## src/rtl/comb_logic_preimage_solver_pkg.sv

```systemverilog
// comb_solver_pkg: shared state encoding, candidate bound and golden F lookup
// for the preimage solver and anything that needs to check it.
package comb_solver_pkg;
    typedef enum logic [1:0] {IDLE, EVAL, EMIT, DONE} state_t;
    localparam logic [3:0] CAND_LAST = 4'd15;
    // Entry k holds F(k) as {x,y,z}; entry 15 sits in the top bits.
    localparam logic [47:0] F_TABLE = {3'b000, 3'b000, 3'b000, 3'b111,
                                       3'b001, 3'b010, 3'b010, 3'b101,
                                       3'b001, 3'b010, 3'b010, 3'b101,
                                       3'b001, 3'b110, 3'b110, 3'b100};
    function automatic logic [2:0] f_xyz(input logic [3:0] abcd);
        return F_TABLE[abcd*3 +: 3];
    endfunction
endpackage

```

## src/rtl/comb_logic_preimage_solver_if.sv

```systemverilog
// comb_logic_preimage_solver_if: target/solution/done handshake bundle; the
// solver uses the slave view, its driver uses the master view.
interface comb_logic_preimage_solver_if #(parameter int CNT_W = 5);
    logic             tgt_valid;
    logic             tgt_ready;
    logic [2:0]       tgt_xyz;
    logic             sol_valid;
    logic             sol_ready;
    logic [3:0]       sol_abcd;
    logic             done_valid;
    logic [CNT_W-1:0] done_count;
    logic             done_none;
    logic             busy;
    modport slave (input tgt_valid, tgt_xyz, sol_ready,
                   output tgt_ready, sol_valid, sol_abcd, done_valid, done_count, done_none, busy);
    modport master (output tgt_valid, tgt_xyz, sol_ready,
                    input tgt_ready, sol_valid, sol_abcd, done_valid, done_count, done_none, busy);
endinterface

```

## src/rtl/comb_logic_preimage_solver_xyz_eval.sv

```systemverilog
// comb_xyz_eval: gate-level 4-in/3-out function F, {a,b,c,d} -> {x,y,z}.
module comb_xyz_eval (
    input  logic [3:0] abcd,
    output logic [2:0] xyz
);
    logic a, b, c, d, ab;
    assign {a, b, c, d} = abcd;
    assign ab = a & b;
    assign xyz[2] = (~a & ~b & ~(c & d)) | ((a | b) & ~c & ~d);
    assign xyz[1] = (ab ~^ (c ~^ d)) & (ab ^ (c | d));
    assign xyz[0] = (ab | ~(c & d)) ^ (~(a | b) | c | d);
endmodule

```

## src/rtl/comb_logic_preimage_solver.sv

```systemverilog
// comb_logic_preimage_solver: scans candidates 0..15 through F, streams every
// {a,b,c,d} that hits the latched target, then pulses a done summary.
module comb_logic_preimage_solver
    import comb_solver_pkg::*;
#(
    parameter bit FIRST_ONLY = 1'b0,
    parameter int CNT_W      = 5
) (
    input logic clk,
    input logic rst,
    comb_logic_preimage_solver_if.slave io
);
    state_t           state_q, state_d;
    logic [3:0]       idx_q, idx_d;
    logic [2:0]       tgt_q, tgt_d;
    logic [CNT_W-1:0] cnt_q, cnt_d;
    logic [2:0]       f_idx;

    comb_xyz_eval u_eval (.abcd(idx_q), .xyz(f_idx));

    // The idx==15 exits come before any increment, so idx never wraps.
    always_comb begin
        state_d = state_q;
        idx_d   = idx_q;
        tgt_d   = tgt_q;
        cnt_d   = cnt_q;
        case (state_q)
            IDLE: if (io.tgt_valid) begin
                tgt_d   = io.tgt_xyz;
                idx_d   = '0;
                cnt_d   = '0;
                state_d = EVAL;
            end
            EVAL: if (f_idx == tgt_q) state_d = EMIT;
                  else if (idx_q == CAND_LAST) state_d = DONE;
                  else idx_d = idx_q + 4'd1;
            EMIT: if (io.sol_ready) begin
                cnt_d = cnt_q + CNT_W'(1);
                if (idx_q == CAND_LAST || FIRST_ONLY) state_d = DONE;
                else begin
                    idx_d   = idx_q + 4'd1;
                    state_d = EVAL;
                end
            end
            DONE: state_d = IDLE;
        endcase
    end

    always_ff @(posedge clk or posedge rst) begin
        if (rst) begin
            state_q <= IDLE;
            idx_q   <= '0;
            tgt_q   <= '0;
            cnt_q   <= '0;
        end else begin
            state_q <= state_d;
            idx_q   <= idx_d;
            tgt_q   <= tgt_d;
            cnt_q   <= cnt_d;
        end
    end

    // Summary outputs are gated so everything reads 0 outside its own state.
    assign io.tgt_ready  = state_q == IDLE;
    assign io.busy       = state_q != IDLE;
    assign io.sol_valid  = state_q == EMIT;
    assign io.sol_abcd   = io.sol_valid ? idx_q : '0;
    assign io.done_valid = state_q == DONE;
    assign io.done_count = io.done_valid ? cnt_q : '0;
    assign io.done_none  = io.done_valid && cnt_q == '0;
endmodule
```

## src/flat_wrapper.sv

```systemverilog
// flat-port wrapper written by rule: the top's interface ports become plain ports
module comb_logic_preimage_solver_flat import comb_solver_pkg::*;
#(
    parameter bit FIRST_ONLY = 1'b0,
    parameter int CNT_W      = 5
)
  (clk, rst, io_tgt_valid, io_tgt_xyz, io_sol_ready, io_tgt_ready, io_sol_valid, io_sol_abcd, io_done_valid, io_done_count, io_done_none, io_busy);
  comb_logic_preimage_solver_if #(.CNT_W(CNT_W)) io_i ();
  input logic clk;
  input logic rst;
  input wire logic [$bits(io_i.tgt_valid)-1:0] io_tgt_valid;
  input wire logic [$bits(io_i.tgt_xyz)-1:0] io_tgt_xyz;
  input wire logic [$bits(io_i.sol_ready)-1:0] io_sol_ready;
  output wire logic [$bits(io_i.tgt_ready)-1:0] io_tgt_ready;
  output wire logic [$bits(io_i.sol_valid)-1:0] io_sol_valid;
  output wire logic [$bits(io_i.sol_abcd)-1:0] io_sol_abcd;
  output wire logic [$bits(io_i.done_valid)-1:0] io_done_valid;
  output wire logic [$bits(io_i.done_count)-1:0] io_done_count;
  output wire logic [$bits(io_i.done_none)-1:0] io_done_none;
  output wire logic [$bits(io_i.busy)-1:0] io_busy;
  assign io_i.tgt_valid = io_tgt_valid;
  assign io_i.tgt_xyz = io_tgt_xyz;
  assign io_i.sol_ready = io_sol_ready;
  assign io_tgt_ready = io_i.tgt_ready;
  assign io_sol_valid = io_i.sol_valid;
  assign io_sol_abcd = io_i.sol_abcd;
  assign io_done_valid = io_i.done_valid;
  assign io_done_count = io_i.done_count;
  assign io_done_none = io_i.done_none;
  assign io_busy = io_i.busy;
  comb_logic_preimage_solver #(.FIRST_ONLY(FIRST_ONLY), .CNT_W(CNT_W)) u_core (.clk(clk), .rst(rst), .io(io_i));
endmodule
```

## config.mk

```make
export PLATFORM = sky130hd
export DESIGN_NAME = comb_logic_preimage_solver_flat
export DESIGN_NICKNAME = d
export VERILOG_FILES = /design/src/rtl/comb_logic_preimage_solver_pkg.sv /design/src/rtl/comb_logic_preimage_solver_if.sv /design/src/rtl/comb_logic_preimage_solver_xyz_eval.sv /design/src/rtl/comb_logic_preimage_solver.sv /design/src/flat_wrapper.sv
export SDC_FILE = /design/constraint.sdc
export NUM_CORES = 1
export LEC_CHECK = 0
export CORE_MARGIN = 2
export CORE_UTILIZATION = 54
export CTS_CLUSTER_DIAMETER = 200
export CTS_CLUSTER_SIZE = 30
export DETAILED_ROUTE_END_ITERATION = 6
export PLACE_DENSITY = 0.92
export SKIP_CTS_REPAIR_TIMING = 1
export SYNTH_ARGS = -nofsm -noshare
export SYNTH_HDL_FRONTEND = slang
export SYNTH_SLANG_ARGS = --single-unit
```

## constraint.sdc

```tcl
create_clock -name clk -period 5.9 [get_ports clk]
set_input_delay 0.59 -clock clk [delete_from_list [all_inputs] [get_ports clk]]
set_output_delay 0.59 -clock clk [all_outputs]
set_load 0.02 [all_outputs]
```

; Word-level counts from Yosys, hierarchy flattened
; Index checks and enable logic that the tools add are counted.
; Widths: inputs -> output; s select.
[classes]
add_sub_neg = 2
n_eq_ne = 9
n_mux = 16
n_reduce_logical = 10
bitwise = 23
[ops]
columns = operator, count
row1 = $mux 4, 5
row2 = $mux 5, 3
row3 = $pmux 4 s3, 1
row4 = $mux 2, 5
row5 = $pmux 5 s2, 1
row6 = $pmux 2 s4, 1
row7 = $and 1x1->1, 7
row8 = $ne 2x2->1 const B, 3
row9 = $not 1->1, 6
row10 = $or 1x1->1, 6
row11 = $reduce_and 3->1, 2
row12 = $add 5x1->5 const B, 1
row13 = $logic_not 5->1, 1
row14 = $add 4x1->4 const B, 1
row15 = $eq 2x2->1 const B, 2
row16 = $eq 4x4->1 const B, 1
row17 = $reduce_and 4->1, 1
row18 = $reduce_bool 2->1, 2
row19 = $eq 3x3->1, 1
row20 = $ne 3x1->1 const B, 1
row21 = $reduce_bool 3->1, 1
row22 = $eq 2x1->1 const B, 1
row23 = $logic_not 2->1, 1
row24 = $reduce_and 2->1, 1
row25 = 3 further kinds, 5
[word_totals]
input_bits = 7
regBits = 14

; Logic depth before layout (Yosys ltp)
; Gate-level depths: netlist of run 1.
[depth]
depth_word = 8
ltp_mapped = 8
mapped_depth_nobuf = 8

; Modules after synthesis
; A second synthesis of run 1 with hierarchy kept.
[unflattened]
hier_cells = 117
area_unflattened_um2 = 1114.8
[modules_own_cells]
columns = mod, seq_area_each_um2, area_per_inst_um2, cells_each, n_inst
row1 = comb_logic_preimage_solver, 350.3, 988.4, 100, 1
row2 = comb_xyz_eval, 0.0, 126.4, 17, 1

; Worst setup path after synthesis of run 1
; Ideal clock, no wire load.
[synth_timing]
path_kind = register -> register
startpoint = register u_core.idx_q[0]
endpoint = register u_core.idx_q[1]
arrival_time_ps = 1973
setup_slack_ps = 3806
stages_incl_launch_ff = 9
setup_time_ps = 121
required_time_ps = 5779
period_less_slack_ps = 2094
n_path_buf = 0
cell_sequence = dfrtp_1 -> inv_1 -> ha_1 -> and4b_1 -> a21oi_1 -> xnor2_1 -> nor4b_4 -> a221o_2 -> a22o_1
[synth_between]
elab_chain_cells = 7
elab_cells_between_ends = 23
[synth_rtl]
columns = element, line
row1 = "start, declared", comb_logic_preimage_solver.sv:14  ; logic [3:0] idx_q, idx_d;
row2 = "start signal, assigned", comb_logic_preimage_solver.sv:57  ; idx_q <= idx_d;
row3 = $and 1x1->1, "comb_logic_preimage_solver_xyz_eval.sv:9, comb_logic_preimage_solver_xyz_eval.sv:11"
row4 = $not 1->1, "comb_logic_preimage_solver_xyz_eval.sv:9, comb_logic_preimage_solver_xyz_eval.sv:11"
row5 = $or 1x1->1 / $and 1x1->1 (equally long branches), "comb_logic_preimage_solver_xyz_eval.sv:11, comb_logic_preimage_solver_xyz_eval.sv:9"
row6 = $xor 1x1->1 / $or 1x1->1 (equally long branches), "comb_logic_preimage_solver_xyz_eval.sv:11, comb_logic_preimage_solver_xyz_eval.sv:9"
row7 = $eq 3x3->1, comb_logic_preimage_solver.sv:34  ; EVAL: if (f_idx == tgt_q) state_d = EMIT;
row8 = $ne 2x2->1 (no source line), -
row9 = $reduce_and 4->1 (no source line), -
; Several ways; a longest one is shown, not always the timed one. The select of a mux whose other input is x is not followed.
; A chain may end at the register's enable or synchronous reset.

; Final worst setup path of run 1
[layout_timing]
startpoint = register u_core.state_q[0]
endpoint = output io_sol_abcd[1]
[layout_between]
elab_chain_cells = 2
[layout_rtl]
columns = element, line
row1 = "start, declared", comb_logic_preimage_solver.sv:13  ; state_t state_q, state_d;
row2 = "start signal, assigned", comb_logic_preimage_solver.sv:56  ; state_q <= state_d;
row3 = $eq 2x2->1, comb_logic_preimage_solver.sv:66  ; assign io.sol_valid = state_q == EMIT;
row4 = $mux 4, comb_logic_preimage_solver.sv:67  ; assign io.sol_abcd = io.sol_valid ? idx_q : '0;
row5 = "end, declared", flat_wrapper.sv:16  ; output wire logic [$bits(io_i.sol_abcd)-1:0] io_sol_abcd;
; Every way passes these cells.

==> results_tabular.tex, run 1 <==
\begin{tabular}{lr}
\hline
Metric & Value \\
\hline
\multicolumn{2}{l}{\textbf{Route}} \\
\quad Number of remaining DRC errors & 0 \\
\quad Number of search-and-repair iterations in the first detailed-routing pass & 4 \\
\quad Average vias per placed instance & between 5 and 6 \\
\quad Post-detailed-route wirelength per cell & between 10 and 15 um \\
\quad Post-route antenna net violation count & 0 \\
\quad Vias after detailed routing & $\sim$900 \\
\quad First DRT Iteration DRCs & 35 \\
\quad Total wire length after detailed routing & about 2300 um \\
\multicolumn{2}{l}{\textbf{Layout}} \\
\quad Final layout net count & 150 \\
\quad Proportion of layout cells with a drive suffix above 1 & 0.0970 \\
\quad Antenna cell count & 0 \\
\quad Growth of design area from synthesis to finish & 23.3\% \\
\multicolumn{2}{l}{\textbf{Timing}} \\
\quad Max Clock Skew & slightly above 0.004 ns \\
\quad Minimum setup slack in the final design & about 3.1 ns \\
\quad F\_max & around 360 MHz \\
\quad Final hold viol count & 0 \\
\quad Count of final max-slew check failures & 0 \\
\quad Worst relative slew slack & 0.639 \\
\quad Total of endpoints with negative setup slack in the final report & 0 \\
\quad Slew at the pin closest to its max-slew limit & 0.542 ns \\
\quad Share of the clock period used by the worst path & 0.468 \\
\quad Setup repair after global routing missed its margin & false \\
\quad Final total negative setup slack & 0 ns \\
\quad Final min period & $\sim$2.8 ns \\
\multicolumn{2}{l}{\textbf{Power}} \\
\quad Maximum ir drop on the vdd rail & about 0.00038 V \\
\quad Combinational fraction of design power & 0.634 \\
\quad Internal Pwr Total & 0.369 mW \\
\quad Switch share & 0.468 \\
\quad Static Leak & 0.567 nW \\
\quad Clock power share & 0.099 \\
\quad Power share of the sequential group & 0.267 \\
\quad Switching component of the power & around 0.33 mW \\
\quad Total power after layout & roughly 0.69 mW \\
\quad Total power per unit cell area & $\sim$530 nW/um\^{}2 \\
\multicolumn{2}{l}{\textbf{Critical path}} \\
\quad Startpoint of the worst register-to-register path & u\_core.idx\_q[0]\$\_DFFE\_PP0P\_ \\
\quad Logic depth of the worst register-to-register path & 8 \\
\quad CP endpoint kind & primary output \\
\quad Highest cell delay on the worst timing path & a little over 0.6 ns \\
\quad Type of the setup path with the least slack & reg2out \\
\quad Crit Path Max Fanout & 8 \\
\quad Cell family contributing the most delay on the critical path & buffers and inverters \\
\quad Standard cell with the maximum stage delay on the critical path & clkdlybuf4s50\_1 \\
\quad Worst flop-to-flop path endpoint & u\_core.idx\_q[0]\$\_DFFE\_PP0P\_ \\
\quad Element type at the critical path start & flip-flop \\
\quad Critical Path AT & $\sim$2.2 ns \\
\quad Sum of buffers and inverters on the critical path & 3 \\
\quad Required time of the critical path & $\sim$5.3 ns \\
\quad Worst path cell trace & inv\_1 -> ha\_1 -> inv\_2 -> nor2\_1 -> clkdlybuf4s50\_1 \\
\quad Setup slack of the most critical reg-to-reg path & approximately 3.6 ns \\
\multicolumn{2}{l}{\textbf{Synth}} \\
\quad Number of storage elements in the synthesis netlist & 14 \\
\quad Cell variety after synth & 39 \\
\quad Proportion of synthesized chip area in sequential cells & 0.333 \\
\quad Synthesized area per cell & around 9.4 um\^{}2 \\
\quad Synth Instances & 112 \\
\quad Cell area after technology mapping & between 1000 and 1500 um\^{}2 \\
\quad Number of nets in the synthesized netlist & between 100 and 150 \\
\quad Share of synthesized registers carrying an async set or reset & 1.00 \\
\quad Number of enable-type register cells in the synthesized netlist & 0 \\
\quad Synth Flop Type & dfrtp\_1 \\
\quad Warning count from the yosys run & 0 \\
\multicolumn{2}{l}{\textbf{Clock tree}} \\
\quad Number of buffers added by the clock tree synthesis step & 3 \\
\quad CTS tree & done \\
\quad H-tree levels & 1 \\
\quad Insertion delay to the later sink of the worst-skew pair & roughly 0.28 ns \\
\quad Buffer levels on the longest clock path & 2 \\
\quad Clock Tree Root & clkbuf\_4 \\
\quad Clock sink total & 14 \\
\quad Clock-pin slew on the worst setup and hold paths & $\sim$0.08 ns \\
\multicolumn{2}{l}{\textbf{Min path}} \\
\quad Worst Hold Launch & u\_core.tgt\_q[2]\$\_DFFE\_PP0P\_ \\
\quad Endpoint, Worst Hold & u\_core.tgt\_q[2]\$\_DFFE\_PP0P\_ \\
\quad Worst Hold Class & reg2reg \\
\quad Number of cells on the worst hold path & 1 \\
\multicolumn{2}{l}{\textbf{Floorplan}} \\
\quad Horiz. Die Dim & 48.1 um \\
\quad Number of top-level pins & 21 \\
\quad Initial cell density of the core & 0.590 \\
\quad Die span in y & between 40 and 50 um \\
\quad Die footprint & 2320 um\^{}2 \\
\quad Placeable core region & $\sim$1800 um\^{}2 \\
\quad Row cnt & 15 \\
\multicolumn{2}{l}{\textbf{Placed design}} \\
\quad Half-perimeter wire length after detailed placement & between 1500 and 2000 um \\
\quad Routability congestion estimate from global placement & between 0.9 and 1 \\
\quad Count of port buffers added during placement & 20 \\
\quad Placement-stage worst setup slack & 3.52 ns \\
\multicolumn{2}{l}{\textbf{Global route}} \\
\quad Total GRT Usage & 0.240 \\
\quad Via count of the first global-routing pass & just over 800 \\
\quad Wire length of the first global-routing pass & 3810 um \\
\quad Remaining global-route overflow & 0 \\
\quad Initial antenna violation count & 0 \\
\quad Maximum number of pins on one net before global-route repair & 15 \\
\multicolumn{2}{l}{\textbf{Status}} \\
\quad Result of the run & finished, final reports clean \\
\multicolumn{2}{l}{\textbf{Flow run}} \\
\quad Max-cap violations & 0 \\
\hline
\end{tabular}
-- sequential cells by signal (all words and copies together) (netlist names) --
signal	cells
u_core.idx_q	4
u_core.state_q	2
u_core.tgt_q	3
u_core.cnt_q	5
-- area by class of cell --
class | count | area (um^2)
inverters | 10 | 37.5
well taps | 25 | 31.3
fillers | 129 | 485
multi-input cells | 86 | 642
repair buffers | 20 | 200
flip-flops and latches | 14 | 350
clock buffers | 4 | 36.3
-- kinds of logic (layout without fill, tap and decap cells) --
| kind of cell | Yosys count | in the layout | synth area share |
|---|---|---|---|
| DFF | 14 | 14 | 0.333 |
| and+or+nand+nor | 44 | 44 | 0.256 |
| muxes | 3 | 3 | 0.0321 |
| buffers and inverters | 12 | 34 | 0.0571 |
| adders and majority gates | 8 | 8 | 0.0951 |
| AOI/OAI and AO/OA | 25 | 25 | 0.177 |
| xor gates and xnor gates | 6 | 6 | 0.0499 |
-- worst max-delay path by stage --
stage                                             start                           to  slack (ns)  cells after the start
after floorplan             u_core.idx_q[0]$_DFFE_PP0P_  u_core.idx_q[1]$_DFFE_PP0P_        3.81                      8
after global placement    u_core.state_q[0]$_DFFE_PP0P_               io_sol_abcd[1]        3.60                      5
after detailed placement  u_core.state_q[0]$_DFFE_PP0P_               io_sol_abcd[1]        3.52                      5
after CTS                 u_core.state_q[0]$_DFFE_PP0P_               io_sol_abcd[1]        3.17                      5
after global routing      u_core.state_q[0]$_DFFE_PP0P_               io_sol_abcd[1]        3.08                      5
final                     u_core.state_q[0]$_DFFE_PP0P_               io_sol_abcd[1]        3.14                      5
-- placed cells by master (no fill, tap or decap), types with 2 or more instances in the layout --
cell	n
a21oi_1	5
a21oi_2	3
a22o_1	3
and2_1	7
and3_1	3
clkbuf_4	3
clkdlybuf4s50_1	20
dfrtp_1	14
ha_1	8
inv_1	8
inv_2	2
mux2_1	3
nand2_1	8
nand2b_1	2
nand3_1	2
nand4_1	3
nor2_1	10
o21ai_0	2
o31ai_1	2
xnor2_1	2
xor2_1	4
-- cell usage after synthesis, types with 2 or more instances --
cell type	number	area share
dfrtp_1	14	0.33
nor2_1	10	0.036
ha_1	8	0.095
inv_1	8	0.029
nand2_1	8	0.029
and2_1	7	0.042
a21oi_1	5	0.024
xor2_1	4	0.033
a21oi_2	3	0.025
a22o_1	3	0.025
and3_1	3	0.018
mux2_1	3	0.032
nand4_1	3	0.018
buf_6	2	0.021
inv_2	2	0.0071
nand2b_1	2	0.012
nand3_1	2	0.0095
o21ai_0	2	0.0095
o31ai_1	2	0.014
xnor2_1	2	0.017
-- layer usage --
layer	share of wire	wire length, um	global-route usage	vias to the layer above
met4	0.013	31	0.0865	0
met3	0.056	130	0.0593	6
met5	0	0	0	-
met2	0.48	1110	0.371	38
li1	-	-	-	444
met1	0.45	1040	0.326	431
-- power by group through the flow --
| stage | Sequential (mW) | Clock, mW | Combinational, mW |
|---|---|---|---|
| 2_1_floorplan | 0.167 | 0 | 0.337 |
| 3_3_place_gp | 0.183 | 0 | 0.413 |
| 3_5_place_dp | 0.186 | 0 | 0.430 |
| 4_1_cts | 0.185 | 0.0719 | 0.437 |
| 5_1_grt | 0.193 | 0.0773 | 0.478 |
| 6_report | 0.186 | 0.0685 | 0.440 |
-- worst register-to-register path, stage by stage (launching register included) --
cell and delay (ns):
dfrtp_1 0.42, inv_1 0.10, ha_1 0.32, and4b_1 0.25, a21oi_1 0.05, xnor2_1 0.16
nor4b_4 0.53, a21oi_2 0.16, a22o_1 0.23
-- metrics by stage --
stage                     instance area [um^2]  std cells  utilization  hold WS, ns
final                                     1300        159        0.728        0.532
after floorplan                           1050        112            -        0.479
after global placement                    1260        155        0.707        0.505
after detailed placement                  1260        155        0.707        0.514
after global routing                      1300        159        0.728        0.561
after CTS                                 1300        159        0.728        0.533
(Power assumes the default switching activity.)
==> run 2: changes to the inputs <==
- CORE_UTILIZATION: 54 -> 50
- PLACE_DENSITY: 0.92 -> 0.87
- clock period: 5.9 -> 2.9 ns (I/O delays scaled with it)
==> results_tabular.tex, run 2 (synthesis results as in run 1) <==
\begin{tabular}{lr}
\hline
Metric & Value \\
\hline
\multicolumn{2}{l}{\textbf{Status}} \\
\quad Result of the run & finished, final reports clean \\
\multicolumn{2}{l}{\textbf{Timing}} \\
\quad Final min period & 2.35 ns \\
\quad Worst relative slew slack & 0.646 \\
\quad Setup repair after global routing missed its margin & false \\
\quad Total of endpoints with negative setup slack in the final report & 0 \\
\quad Count of final max-slew check failures & 0 \\
\quad F\_max & roughly 430 MHz \\
\quad Final total negative setup slack & 0 ns \\
\quad Max Clock Skew & between 0.003 and 0.004 ns \\
\quad Share of the clock period used by the worst path & 0.810 \\
\quad Final hold viol count & 0 \\
\quad Slew at the pin closest to its max-slew limit & between 0.5 and 0.6 ns \\
\multicolumn{2}{l}{\textbf{Layout}} \\
\quad Leading cell type in the layout, fill and taps excluded & clkdlybuf4s50\_1 \\
\quad Final layout net count & 150 \\
\quad Largest reg by FF count & u\_core.cnt\_q \\
\quad Registers with the highest flip-flop counts & u\_core.cnt\_q x5, u\_core.idx\_q x4, u\_core.tgt\_q x3 \\
\quad Growth of design area from synthesis to finish & 23.5\% \\
\quad Filler instances & 161 \\
\quad Area of the multi-input gates & between 600 and 700 um\^{}2 \\
\quad Seq. cell area & roughly 350 um\^{}2 \\
\quad Proportion of layout cells with a drive suffix above 1 & 0.0970 \\
\quad Antenna cell count & 0 \\
\quad Number of flip-flops in the largest register & 5 \\
\quad Most frequent cells in the layout & clkdlybuf4s50\_1 (20), dfrtp\_1 (14), nor2\_1 (10) \\
\multicolumn{2}{l}{\textbf{Min path}} \\
\quad Worst Hold Class & in2async \\
\multicolumn{2}{l}{\textbf{Global route}} \\
\quad Via count of the first global-routing pass & about 900 \\
\quad Initial antenna violation count & 0 \\
\quad Remaining global-route overflow & 0 \\
\quad Total GRT Usage & 0.216 \\
\quad Maximum number of pins on one net before global-route repair & 15 \\
\quad Wire length of the first global-routing pass & between 4000 and 5000 um \\
\multicolumn{2}{l}{\textbf{Critical path}} \\
\quad Crit Path Max Fanout & 8 \\
\quad CP endpoint kind & flip-flop \\
\quad Critical Path AT & between 2 and 3 ns \\
\quad Cell family contributing the most delay on the critical path & simple AND/OR/NAND/NOR gates \\
\quad Highest cell delay on the worst timing path & approximately 0.5 ns \\
\quad Type of the setup path with the least slack & reg2reg \\
\quad Required time of the critical path & around 3.1 ns \\
\quad Element type at the critical path start & flip-flop \\
\quad Standard cell with the maximum stage delay on the critical path & nor4b\_4 \\
\quad Worst path cell trace & inv\_1 -> ha\_1 -> and4b\_1 -> a21oi\_1 -> xnor2\_1 -> nor4b\_4 -> a21oi\_2 -> a22o\_1 \\
\quad Sum of buffers and inverters on the critical path & 1 \\
\multicolumn{2}{l}{\textbf{Route}} \\
\quad Vias after detailed routing & 899 \\
\quad Metal-1 WL & 1070 um \\
\quad Uppermost routed layer & met4 \\
\quad First DRT Iteration DRCs & 10 \\
\quad Post-detailed-route wirelength per cell & 14.7 um \\
\quad Number of search-and-repair iterations in the first detailed-routing pass & 4 \\
\quad WL met2 & 1180 um \\
\quad Met3 routed wirelength & 70 um \\
\quad Total wire length after detailed routing & 2370 um \\
\quad Number of remaining DRC errors & 0 \\
\quad Post-route antenna net violation count & 0 \\
\quad Average vias per placed instance & roughly 5.6 \\
\multicolumn{2}{l}{\textbf{Clock tree}} \\
\quad Number of buffers added by the clock tree synthesis step & 3 \\
\quad Clock-pin slew on the worst setup and hold paths & roughly 0.09 ns \\
\quad Clock Tree Root & clkbuf\_4 \\
\quad H-tree levels & 1 \\
\quad Insertion delay to the later sink of the worst-skew pair & about 0.28 ns \\
\quad Clock sink total & 14 \\
\quad CTS tree & done \\
\quad Buffer levels on the longest clock path & 2 \\
\multicolumn{2}{l}{\textbf{Power}} \\
\quad Maximum ir drop on the vdd rail & 0.000729 V \\
\quad Total power per unit cell area & approximately 1100 nW/um\^{}2 \\
\quad Total power after layout & 1.42 mW \\
\quad Static Leak & around 0.57 nW \\
\multicolumn{2}{l}{\textbf{Placed design}} \\
\quad Routability congestion estimate from global placement & between 0.8 and 0.9 \\
\quad Half-perimeter wire length after detailed placement & between 1500 and 2000 um \\
\quad Count of port buffers added during placement & 20 \\
\multicolumn{2}{l}{\textbf{Floorplan}} \\
\quad Initial cell density of the core & 0.531 \\
\quad Horiz. Die Dim & roughly 50 um \\
\quad Number of top-level pins & 21 \\
\quad Row cnt & 16 \\
\quad Die span in y & between 40 and 50 um \\
\quad Placeable core region & between 1500 and 2000 um\^{}2 \\
\quad Die footprint & $\sim$2500 um\^{}2 \\
\multicolumn{2}{l}{\textbf{Flow run}} \\
\quad Max-cap violations & 0 \\
\hline
\end{tabular}
==> run 2: metal layers <==
layer | global-route usage | vias to the layer above
li1 | - | 440
met1 | 0.280 | 434
met2 | 0.358 | 19
met3 | 0.0364 | 6
met4 | 0.0833 | 0
met5 | 0 | -
==> run 2: path summary, 6_finish.rpt <==
check	from	to	slack [ns]	depth (start not counted)
min reg2reg	u_core.tgt_q[1]$_DFFE_PP0P_	u_core.tgt_q[1]$_DFFE_PP0P_	0.53	1
min in group clk	u_core.tgt_q[1]$_DFFE_PP0P_	u_core.tgt_q[1]$_DFFE_PP0P_	0.53	1
max reg2reg	u_core.idx_q[0]$_DFFE_PP0P_	u_core.idx_q[0]$_DFFE_PP0P_	0.55	8
min	rst	u_core.idx_q[0]$_DFFE_PP0P_	0.34	2
max	u_core.idx_q[0]$_DFFE_PP0P_	u_core.idx_q[0]$_DFFE_PP0P_	0.55	8
max in group asynchronous	rst	u_core.cnt_q[4]$_DFFE_PP0P_	2.21	2
==> run 2: where the power goes <==
group          internal (mW)  switching [mW]
sequential             0.272           0.102
clock                 0.0763          0.0679
combinational          0.403           0.494
==> run 2: per-stage QoR <==
| step | area (um^2) | utilization | setup slack, ns | hold slack (ns) | std cells |
|---|---|---|---|---|---|
| floorplan | 1050 | - | 0.806 | 0.179 | 112 |
| finish | 1300 | 0.656 | 0.550 | 0.340 | 161 |
| CTS | 1300 | 0.656 | 0.530 | 0.356 | 161 |
| detailed placement | 1260 | 0.638 | 0.591 | 0.509 | 157 |
| global route | 1300 | 0.656 | 0.416 | 0.397 | 161 |
| global placement | 1260 | 0.638 | 0.737 | 0.508 | 157 |
==> run 2: final cells by class <==
type	instances	area share
clock buffers	4	0.0279
inverters	10	0.0289
well taps	27	0.0260
flip-flops and latches	14	0.269
multi-input cells	86	0.494
repair buffers	20	0.154
